<file path="src/rtl/uart_pkg.sv">
// Shared UART definitions: receiver state encoding and 8N1 frame constants,
// kept here so a future transmitter can use the same framing.
package uart_pkg;

    typedef enum logic [2:0] {
        IDLE,
        START,
        DATA,
        STOP,
        BREAK
    } rx_state_e;

    localparam int   UART_DATA_BITS  = 8;
    localparam int   UART_STOP_BITS  = 1;
    localparam int   UART_DIV        = 16;
    localparam logic UART_IDLE_LEVEL = 1'b1;
    localparam logic UART_START_BIT  = 1'b0;
    localparam logic UART_STOP_BIT   = 1'b1;

endpackage

</file>
<file path="src/rtl/sync_fifo.sv">
// Small synchronous FIFO with registered storage and no fall-through bypass.
// Pointers carry one extra wrap bit so full and empty can be told apart.
module sync_fifo #(
    parameter int WIDTH = 8,
    parameter int DEPTH = 4
) (
    input  logic             clock,
    input  logic             reset,
    input  logic             push,
    input  logic [WIDTH-1:0] push_data,
    output logic             full,
    input  logic             pop,
    output logic             empty,
    output logic [WIDTH-1:0] data
);

    localparam int AW = $clog2(DEPTH);

    logic [WIDTH-1:0] mem [DEPTH];
    logic [AW:0]      wptr;
    logic [AW:0]      rptr;
    logic             do_push;
    logic             do_pop;

    assign empty   = (wptr == rptr);
    assign full    = (wptr[AW] != rptr[AW]) && (wptr[AW-1:0] == rptr[AW-1:0]);
    assign do_pop  = pop && !empty;
    // A pop in the same cycle frees the slot the push is about to overwrite.
    assign do_push = push && (!full || do_pop);
    assign data    = mem[rptr[AW-1:0]];

    always_ff @(posedge clock or posedge reset) begin
        if (reset) begin
            wptr <= '0;
            rptr <= '0;
            for (int i = 0; i < DEPTH; i++) begin
                mem[i] <= '0;
            end
        end else begin
            if (do_push) begin
                mem[wptr[AW-1:0]] <= push_data;
                wptr              <= wptr + 1'b1;
            end
            if (do_pop) begin
                rptr <= rptr + 1'b1;
            end
        end
    end

endmodule

</file>
<file path="src/rtl/uart_rx_sink.sv">
// 8N1 UART receiver feeding a small byte FIFO with a valid/ready output port.
// Reports bad stop bits and bytes lost to a full FIFO as single-cycle pulses.
module uart_rx_sink
    import uart_pkg::*;
#(
    parameter int DIV        = UART_DIV,
    parameter int DATA_BITS  = UART_DATA_BITS,
    parameter int FIFO_DEPTH = 4
) (
    input  logic                 clock,
    input  logic                 reset,
    input  logic                 rxd,
    output logic                 out_valid,
    input  logic                 out_ready,
    output logic [DATA_BITS-1:0] out_data,
    output logic                 frame_err,
    output logic                 overrun
);

    localparam int CW = $clog2(DIV);
    localparam int BW = (DATA_BITS > 1) ? $clog2(DATA_BITS) : 1;

    localparam logic [CW-1:0] HALF_LAST = CW'(DIV / 2 - 1);
    localparam logic [CW-1:0] BIT_LAST  = CW'(DIV - 1);
    localparam logic [BW-1:0] LAST_BIT  = BW'(DATA_BITS - 1);

    logic                 sync1;
    logic                 rx_s;
    rx_state_e            state;
    logic [CW-1:0]        cnt;
    logic [BW-1:0]        bit_idx;
    logic [DATA_BITS-1:0] shift;

    logic fifo_full;
    logic fifo_empty;
    logic stop_sample;
    logic push_req;
    logic pop;

    assign stop_sample = (state == STOP) && (cnt == BIT_LAST);
    assign push_req    = stop_sample && (rx_s == UART_STOP_BIT);
    assign out_valid   = !fifo_empty;
    assign pop         = out_valid && out_ready;

    always_ff @(posedge clock or posedge reset) begin
        if (reset) begin
            sync1 <= UART_IDLE_LEVEL;
            rx_s  <= UART_IDLE_LEVEL;
        end else begin
            sync1 <= rxd;
            rx_s  <= sync1;
        end
    end

    // Counters restart on every state change, so each one measures from the
    // start of its own bit and never runs past DIV-1.
    always_ff @(posedge clock or posedge reset) begin
        if (reset) begin
            state     <= IDLE;
            cnt       <= '0;
            bit_idx   <= '0;
            shift     <= '0;
            frame_err <= 1'b0;
            overrun   <= 1'b0;
        end else begin
            frame_err <= 1'b0;
            overrun   <= 1'b0;
            unique case (state)
                IDLE: begin
                    if (rx_s == UART_START_BIT) begin
                        state <= START;
                        cnt   <= '0;
                    end
                end
                START: begin
                    if (cnt == HALF_LAST) begin
                        cnt     <= '0;
                        bit_idx <= '0;
                        state   <= (rx_s == UART_START_BIT) ? DATA : IDLE;
                    end else begin
                        cnt <= cnt + 1'b1;
                    end
                end
                DATA: begin
                    if (cnt == BIT_LAST) begin
                        cnt            <= '0;
                        shift[bit_idx] <= rx_s;
                        if (bit_idx == LAST_BIT) begin
                            state <= STOP;
                        end else begin
                            bit_idx <= bit_idx + 1'b1;
                        end
                    end else begin
                        cnt <= cnt + 1'b1;
                    end
                end
                STOP: begin
                    if (cnt == BIT_LAST) begin
                        cnt <= '0;
                        if (rx_s == UART_STOP_BIT) begin
                            state   <= IDLE;
                            overrun <= fifo_full && !pop;
                        end else begin
                            state     <= BREAK;
                            frame_err <= 1'b1;
                        end
                    end else begin
                        cnt <= cnt + 1'b1;
                    end
                end
                BREAK: begin
                    if (rx_s == UART_IDLE_LEVEL) begin
                        state <= IDLE;
                    end
                end
                default: begin
                    state <= IDLE;
                end
            endcase
        end
    end

    sync_fifo #(
        .WIDTH (DATA_BITS),
        .DEPTH (FIFO_DEPTH)
    ) u_fifo (
        .clock     (clock),
        .reset     (reset),
        .push      (push_req),
        .push_data (shift),
        .full      (fifo_full),
        .pop       (pop),
        .empty     (fifo_empty),
        .data      (out_data)
    );

endmodule

</file>
<file path="config.mk">
export PLATFORM = sky130hd
export DESIGN_NAME = uart_rx_sink
export DESIGN_NICKNAME = d
export VERILOG_FILES = /design/src/rtl/uart_pkg.sv /design/src/rtl/sync_fifo.sv /design/src/rtl/uart_rx_sink.sv
export SDC_FILE = /design/constraint.sdc
export NUM_CORES = 1
export LEC_CHECK = 0
export BUFFER_PORTS_ARGS = -buffer_cell sky130_fd_sc_hd__buf_2
export CAP_MARGIN = 15
export CORE_ASPECT_RATIO = 0.5
export CORE_UTILIZATION = 55
export DETAILED_ROUTE_END_ITERATION = 12
export PLACE_DENSITY = 0.7
export SLEW_MARGIN = 20
export SYNTH_ARGS = -nofsm -noshare
export SYNTH_HDL_FRONTEND = slang
export SYNTH_SLANG_ARGS = --single-unit
</file>
<file path="constraint.sdc">
create_clock -name clock -period 5.8 [get_ports clock]
set_input_delay 0.29 -clock clock [delete_from_list [all_inputs] [get_ports clock]]
set_output_delay 0.29 -clock clock [all_outputs]
set_load 0.01 [all_outputs]
</file>
## Word-level counts from Yosys, hierarchy flattened

Index checks and enable logic that the tools add are counted.

| operators by class | value |
|---|---|
| $add $sub $neg | 4 |
| magnitude comparators | 5 |
| eq/ne operators | 17 |
| mux-type cells | 32 |
| bitwise operators | 2 |
| reductions and logical operators | 21 |

Operators with widths:

| operator | number |
|---|---|
| bitwise mux 32 bit | 1 |
| 2-to-1 mux 3 bit | 10 |
| 2-to-1 mux 8 bit | 3 |
| binary-select mux 8 bit (select 2 bit) | 1 |
| demux 8 bit (select 2 bit) | 1 |
| case mux 3 bit (5 select lines) | 1 |
| 2-to-1 mux 4 bit | 3 |
| inequality test 2 bit, second input constant | 6 |
| case mux 4 bit (3 select lines) | 1 |
| adder 3 x 1 -> 3 bit, second input constant | 3 |
| logical AND 1 bit | 9 |
| bitwise mux 8 bit | 1 |
| 2-to-1 mux 1 bit | 7 |
| equality test 3 x 2 -> 1 bit, second input constant | 2 |
| equality test 3 bit, second input constant | 2 |
| greater-or-equal comparator 3 bit, second input constant | 2 |
| inverter 2 -> 3 bit | 2 |
| case mux 3 bit (2 select lines) | 1 |
| AND reduction 6 bit | 1 |
| adder 4 x 1 -> 4 bit, second input constant | 1 |
| equality test 4 x 3 -> 1 bit, second input constant | 1 |
| equality test 4 bit, second input constant | 1 |
| < comparator 3 x 4 -> 1 bit, second input constant | 1 |
| AND reduction 2 bit | 2 |
| other kinds (16) | 18 |

| word-level totals | value |
|---|---|
| register bits | 60 |
| bits of input ports | 4 |
| logic and storage cells | 95 |

## Longest topological paths before layout

| logic depth | value |
|---|---|
| depth in word-level cells | 8 |
| mapped depth | 6 |
| gate-level depth less buffers | 6 |

## Cells and area by module

Synthesis repeated with hierarchy kept, for this count alone.

| unflattened totals | value |
|---|---|
| cell total of the unflattened synthesis | 211 |
| area, all modules | 2986.6 sq um |

Modules (own cells, without submodules):

| module | times used | cells each | area each (sq um) | sequential area each (sq um) |
|---|---|---|---|---|
| sync_fifo | 1 | 112 | 1895.6 | 950.9 |
| uart_rx_sink | 1 | 99 | 1091.0 | 553.0 |

## Worst setup path after synthesis

OpenSTA, ideal clock, no wires.

| path | value |
|---|---|
| path type | flip-flop to flip-flop |
| start point | register bit_idx[0] |
| end point | register bit_idx[0] |
| setup time | 0.125 ns |
| arrival | 1.753 ns |
| data required time | 5.675 ns |
| path slack | 3.922 ns |
| cell stages (with the launch flop) | 7 |
| buffers on the path | 0 |
| period minus slack after synthesis | 1.878 ns |
| cell sequence | dfrtp_1 -> ha_1 -> ha_1 -> nor4bb_1 -> a21oi_1 -> or3b_4 -> mux2_2 |

| on the way | value |
|---|---|
| word-level cells in the longest chain between the ends | 4 |
| elaborated cells on any way between the ends | 7 |
| those cells by class | add/sub: 1; eq/ne: 2; mux: 3; reduce/logical: 1 |

RTL lines:

| item | RTL line | source |
|---|---|---|
| start, declared | uart_rx_sink.sv:31 | `logic [BW-1:0] bit_idx;` |
| start signal, assigned | uart_rx_sink.sv:91 | `bit_idx <= bit_idx + 1'b1;` |
| adder 3 x 1 -> 3 bit | uart_rx_sink.sv:91 |  |
| 2-to-1 mux 3 bit | uart_rx_sink.sv:88 | `if (bit_idx == LAST_BIT) begin` |
| 2-to-1 mux 3 bit | uart_rx_sink.sv:85 | `if (cnt == BIT_LAST) begin` |
| case mux 3 bit (2 select lines) | uart_rx_sink.sv:68 | `unique case (state)` |

Parallel ways exist; a longest one is shown, timed or not. The select of a mux whose other input is x is not followed.
A chain may end at the register's enable or synchronous reset.

## Worst setup path after layout

| path | value |
|---|---|
| start point | register u_fifo.rptr[0] |
| end point | output out_data[6] |

| on the way | value |
|---|---|
| word-level cells in the longest chain between the ends | 4 |

RTL lines:

| item | RTL line | source |
|---|---|---|
| start, declared | sync_fifo.sv:21 | `logic [AW:0] rptr;` |
| start signal, assigned | sync_fifo.sv:45 | `rptr <= rptr + 1'b1;` |
| inverter 2 -> 3 bit (implied by the code) | sync_fifo.sv:30 | `assign data = mem[rptr[AW-1:0]];` |
| binary-select mux 8 bit (select 2 bit) | sync_fifo.sv:30 |  |
| 2-to-1 mux 8 bit (implied by the code) (2 in series) | sync_fifo.sv:30 |  |
| end, declared | uart_rx_sink.sv:15 | `output logic [DATA_BITS-1:0] out_data,` |

Every way passes these cells. The select of a mux whose other input is x is not followed.

==> reports/metrics.yaml <==
yosys:
  yosysMostFrequentCell: "dfrtp_1"
  synth_top_area_share_pct: 51.0
  synth_edf_count: 0
  synthArstFlopShare_pct: 100
  synth_area_leaders: "dfrtp_1, mux2_2, mux4_2"
  synthTopCellsByCount: "dfrtp_1, mux2_2, a21oi_1, nand2_1"
  yosysSeqAreaShare_pct: 52.9
  synth_nets: 216
  yosysUniqueCellTypes: 35
  avgSynthCellArea_um2: 13.9
  synth_ff_type: "dfrtp_1"
  synth_top_cell_by_area: "dfrtp_1"
  synthCells: 204
  ys_ff_latch: 60
  synth_area_um2: 2840
  yosysWarnings: 0
cts:
  clock_latency_ns: 0.34
  clockRootBuffer: "clkbuf_8"
  cts_setup_buffers: 0
  cts.repair.resized: 0
  cts_buffers: 9
  cts-hold-fix-buffers: 0
  cts.path.max_buffers: 2
  cts_tree: "built"
  cts.sinks: 60
  htreeDepth: 3
  clk_pin_slew_ns: 0.07
power:
  ir_drop_v: 0.000214
  total_power_w: 0.00106
  switching_share_pct: 29.1
  p_per_area_nw_per_um2: 336
  combPwrFrac_pct: 15.2
  p_leak_nw: 1.55
  seq_power_share_pct: 49.0
  pwr-share-clk_pct: 35.8
  p_int_w: 0.000754
  power.net_switching_w: 0.000310
setup_path:
  start_kind: "register"
  path_max_fanout: 11
  crit_type: "register to output pin"
  cp.arrival_ns: 1.85
  cp-end-kind: "output pin"
  crit_required_ns: 5.51
routing:
  viasPerCell: 5.47
  drtIter0Drc: 52
  drc: 0
  dr.pass1.iters: 4
  vias: 1629
  postRouteAntennaNets: 0
  wl_um: 4790
  wl_per_cell_um: 16.1
placed_design:
  port_buffers: 14
  hpwl_um: 3200
  routabilityCongestion: 0.749
sta:
  max_freq_mhz: 468
  setup_viol: 0
  hold_viol: 0
  report.final.slew_viol_count: 0
  rsz0062_at_grt: "no"
  clock_skew_ns: 0.0106
  fin_crit_ns: 2.14
  fin_crit_sh_pct: 36.9
  setup-tns-final_ns: 0
  maxSlewHeadroom_pct: 50.5
  tightestPinTransition_ns: 0.742
min_path:
  hold_path.class: "input port to register"
die:
  dieArea_um2: 5480
  rows: 18
  die_h_um: 52.8
  boundaryPins: 15
  core_um2: 4950
  die_w_um: 104
  start_util_pct: 57.4
grt:
  grt_pass1_wl_um: 8040
  antenna_found_initial: 0
  grt_pass1_vias: 1595
  overflow: 0
  grt_usage_pct: 20.8
  grt_max_degree: 61
layout:
  fillers: 389
  area_delta_synth_final_pct: 11.4
  antenna_cells: 0
  nets: 235
  drive_above_1_share_pct: 42.1
run:
  drv_cap: 0
status:
  status: "finished, final reports clean"
-- cell type report --
type	count	area, µm²	area share (%)
Sequential cell	60	1500	47.5
Multi-Input combinational cell	131	1270	40.2
Clock buffer	11	151	4.78
Tap cell	70	87.6	2.77
Timing Repair Buffer	15	77.6	2.45
Clock inverter	5	50.0	1.58
Inverter	6	22.5	0.711
-- power groups by stage --
stage,combinational [W],sequential [W],clock [W]
floorplan,0.000192,0.000475,0
global placement,0.000161,0.000530,0
detailed placement,0.000164,0.000531,0
CTS,0.000165,0.000524,0.000392
global route,0.000183,0.000532,0.000413
finish,0.000162,0.000521,0.000381
-- layout by cell type, fill, tap and decap left out, types with 3 or more instances in the layout --
cell,count
clkinv_2,4
nand3_4,4
mux2_2,44
nand3_1,7
nand4_1,4
nor2_1,7
o21ai_0,3
ha_1,8
buf_2,14
a21oi_1,9
xnor2_1,7
nand2_1,9
clkbuf_8,11
nand2b_1,3
dfrtp_1,58
mux4_2,8
inv_1,5
-- path summary, 6_finish.rpt --
| kind | depth (start not counted) | start | slack, ns | endpoint |
|---|---|---|---|---|
| worst max-delay path | 2 | u_fifo.rptr[0] | 3.66 | out_data[6] |
| min in group asynchronous | 3 | reset | 0.16 | cnt[0] |
| max in group asynchronous | 3 | reset | 5.15 | u_fifo.mem[12] |
| worst min-delay path | 1 | rxd | 0.05 | sync1 |
| worst max register to register | 4 | u_fifo.rptr[0] | 3.68 | u_fifo.mem[1] |
| worst min register to register | 0 | sync1 | 0.36 | rx_s |
-- metrics by stage --
stage	cells	cell area (µm²)	util (%)	hold slack, ns	setup slack [ns]
after floorplan	204	2840	-	0.294	3.92
after global placement	282	2970	59.8	0.347	3.70
after detailed placement	282	2970	59.8	0.348	3.65
after CTS	298	3170	63.9	0.0297	3.60
after global routing	298	3170	63.9	0.0216	3.54
final	298	3170	63.9	0.0504	3.66
-- worst max-delay path, stage by stage (launching register included) --
cell and delay [ns]:
dfrtp_1 0.75, mux4_2 0.59, buf_2 0.15
-- logic make-up (layout without fill, tap and decap cells) --
family / count (synthesis) / after routing / share of synthesized area (%)
flip-flops: 60 / 60 / 52.9
multiplexers: 54 / 54 / 24.5
AND/OR/NAND/NOR: 46 / 46 / 11.4
AO/OA/AOI/OAI: 15 / 15 / 2.90
buffers and inverters: 13 / 37 / 2.33
adder cells (fa/ha/maj): 8 / 8 / 3.52
XOR/XNOR: 8 / 8 / 2.46
-- layer usage --
metal | up-vias | part of all wire, % | GRT usage (%)
met3 | 6 | 3.8 | 9.07
met4 | 0 | 0.75 | 7.86
met1 | 820 | 51 | 27.2
met2 | 21 | 44 | 30.9
li1 | 782 | - | -
met5 | - | 0 | 0
-- flip-flops by register name, summed over array words and instances (netlist names), 3 cells and up --
name	count
bit_idx	3
cnt	4
shift	8
state	3
u_fifo.mem	32
u_fifo.rptr	3
u_fifo.wptr	3
Note: power is estimated with default switching activity, not from simulation.
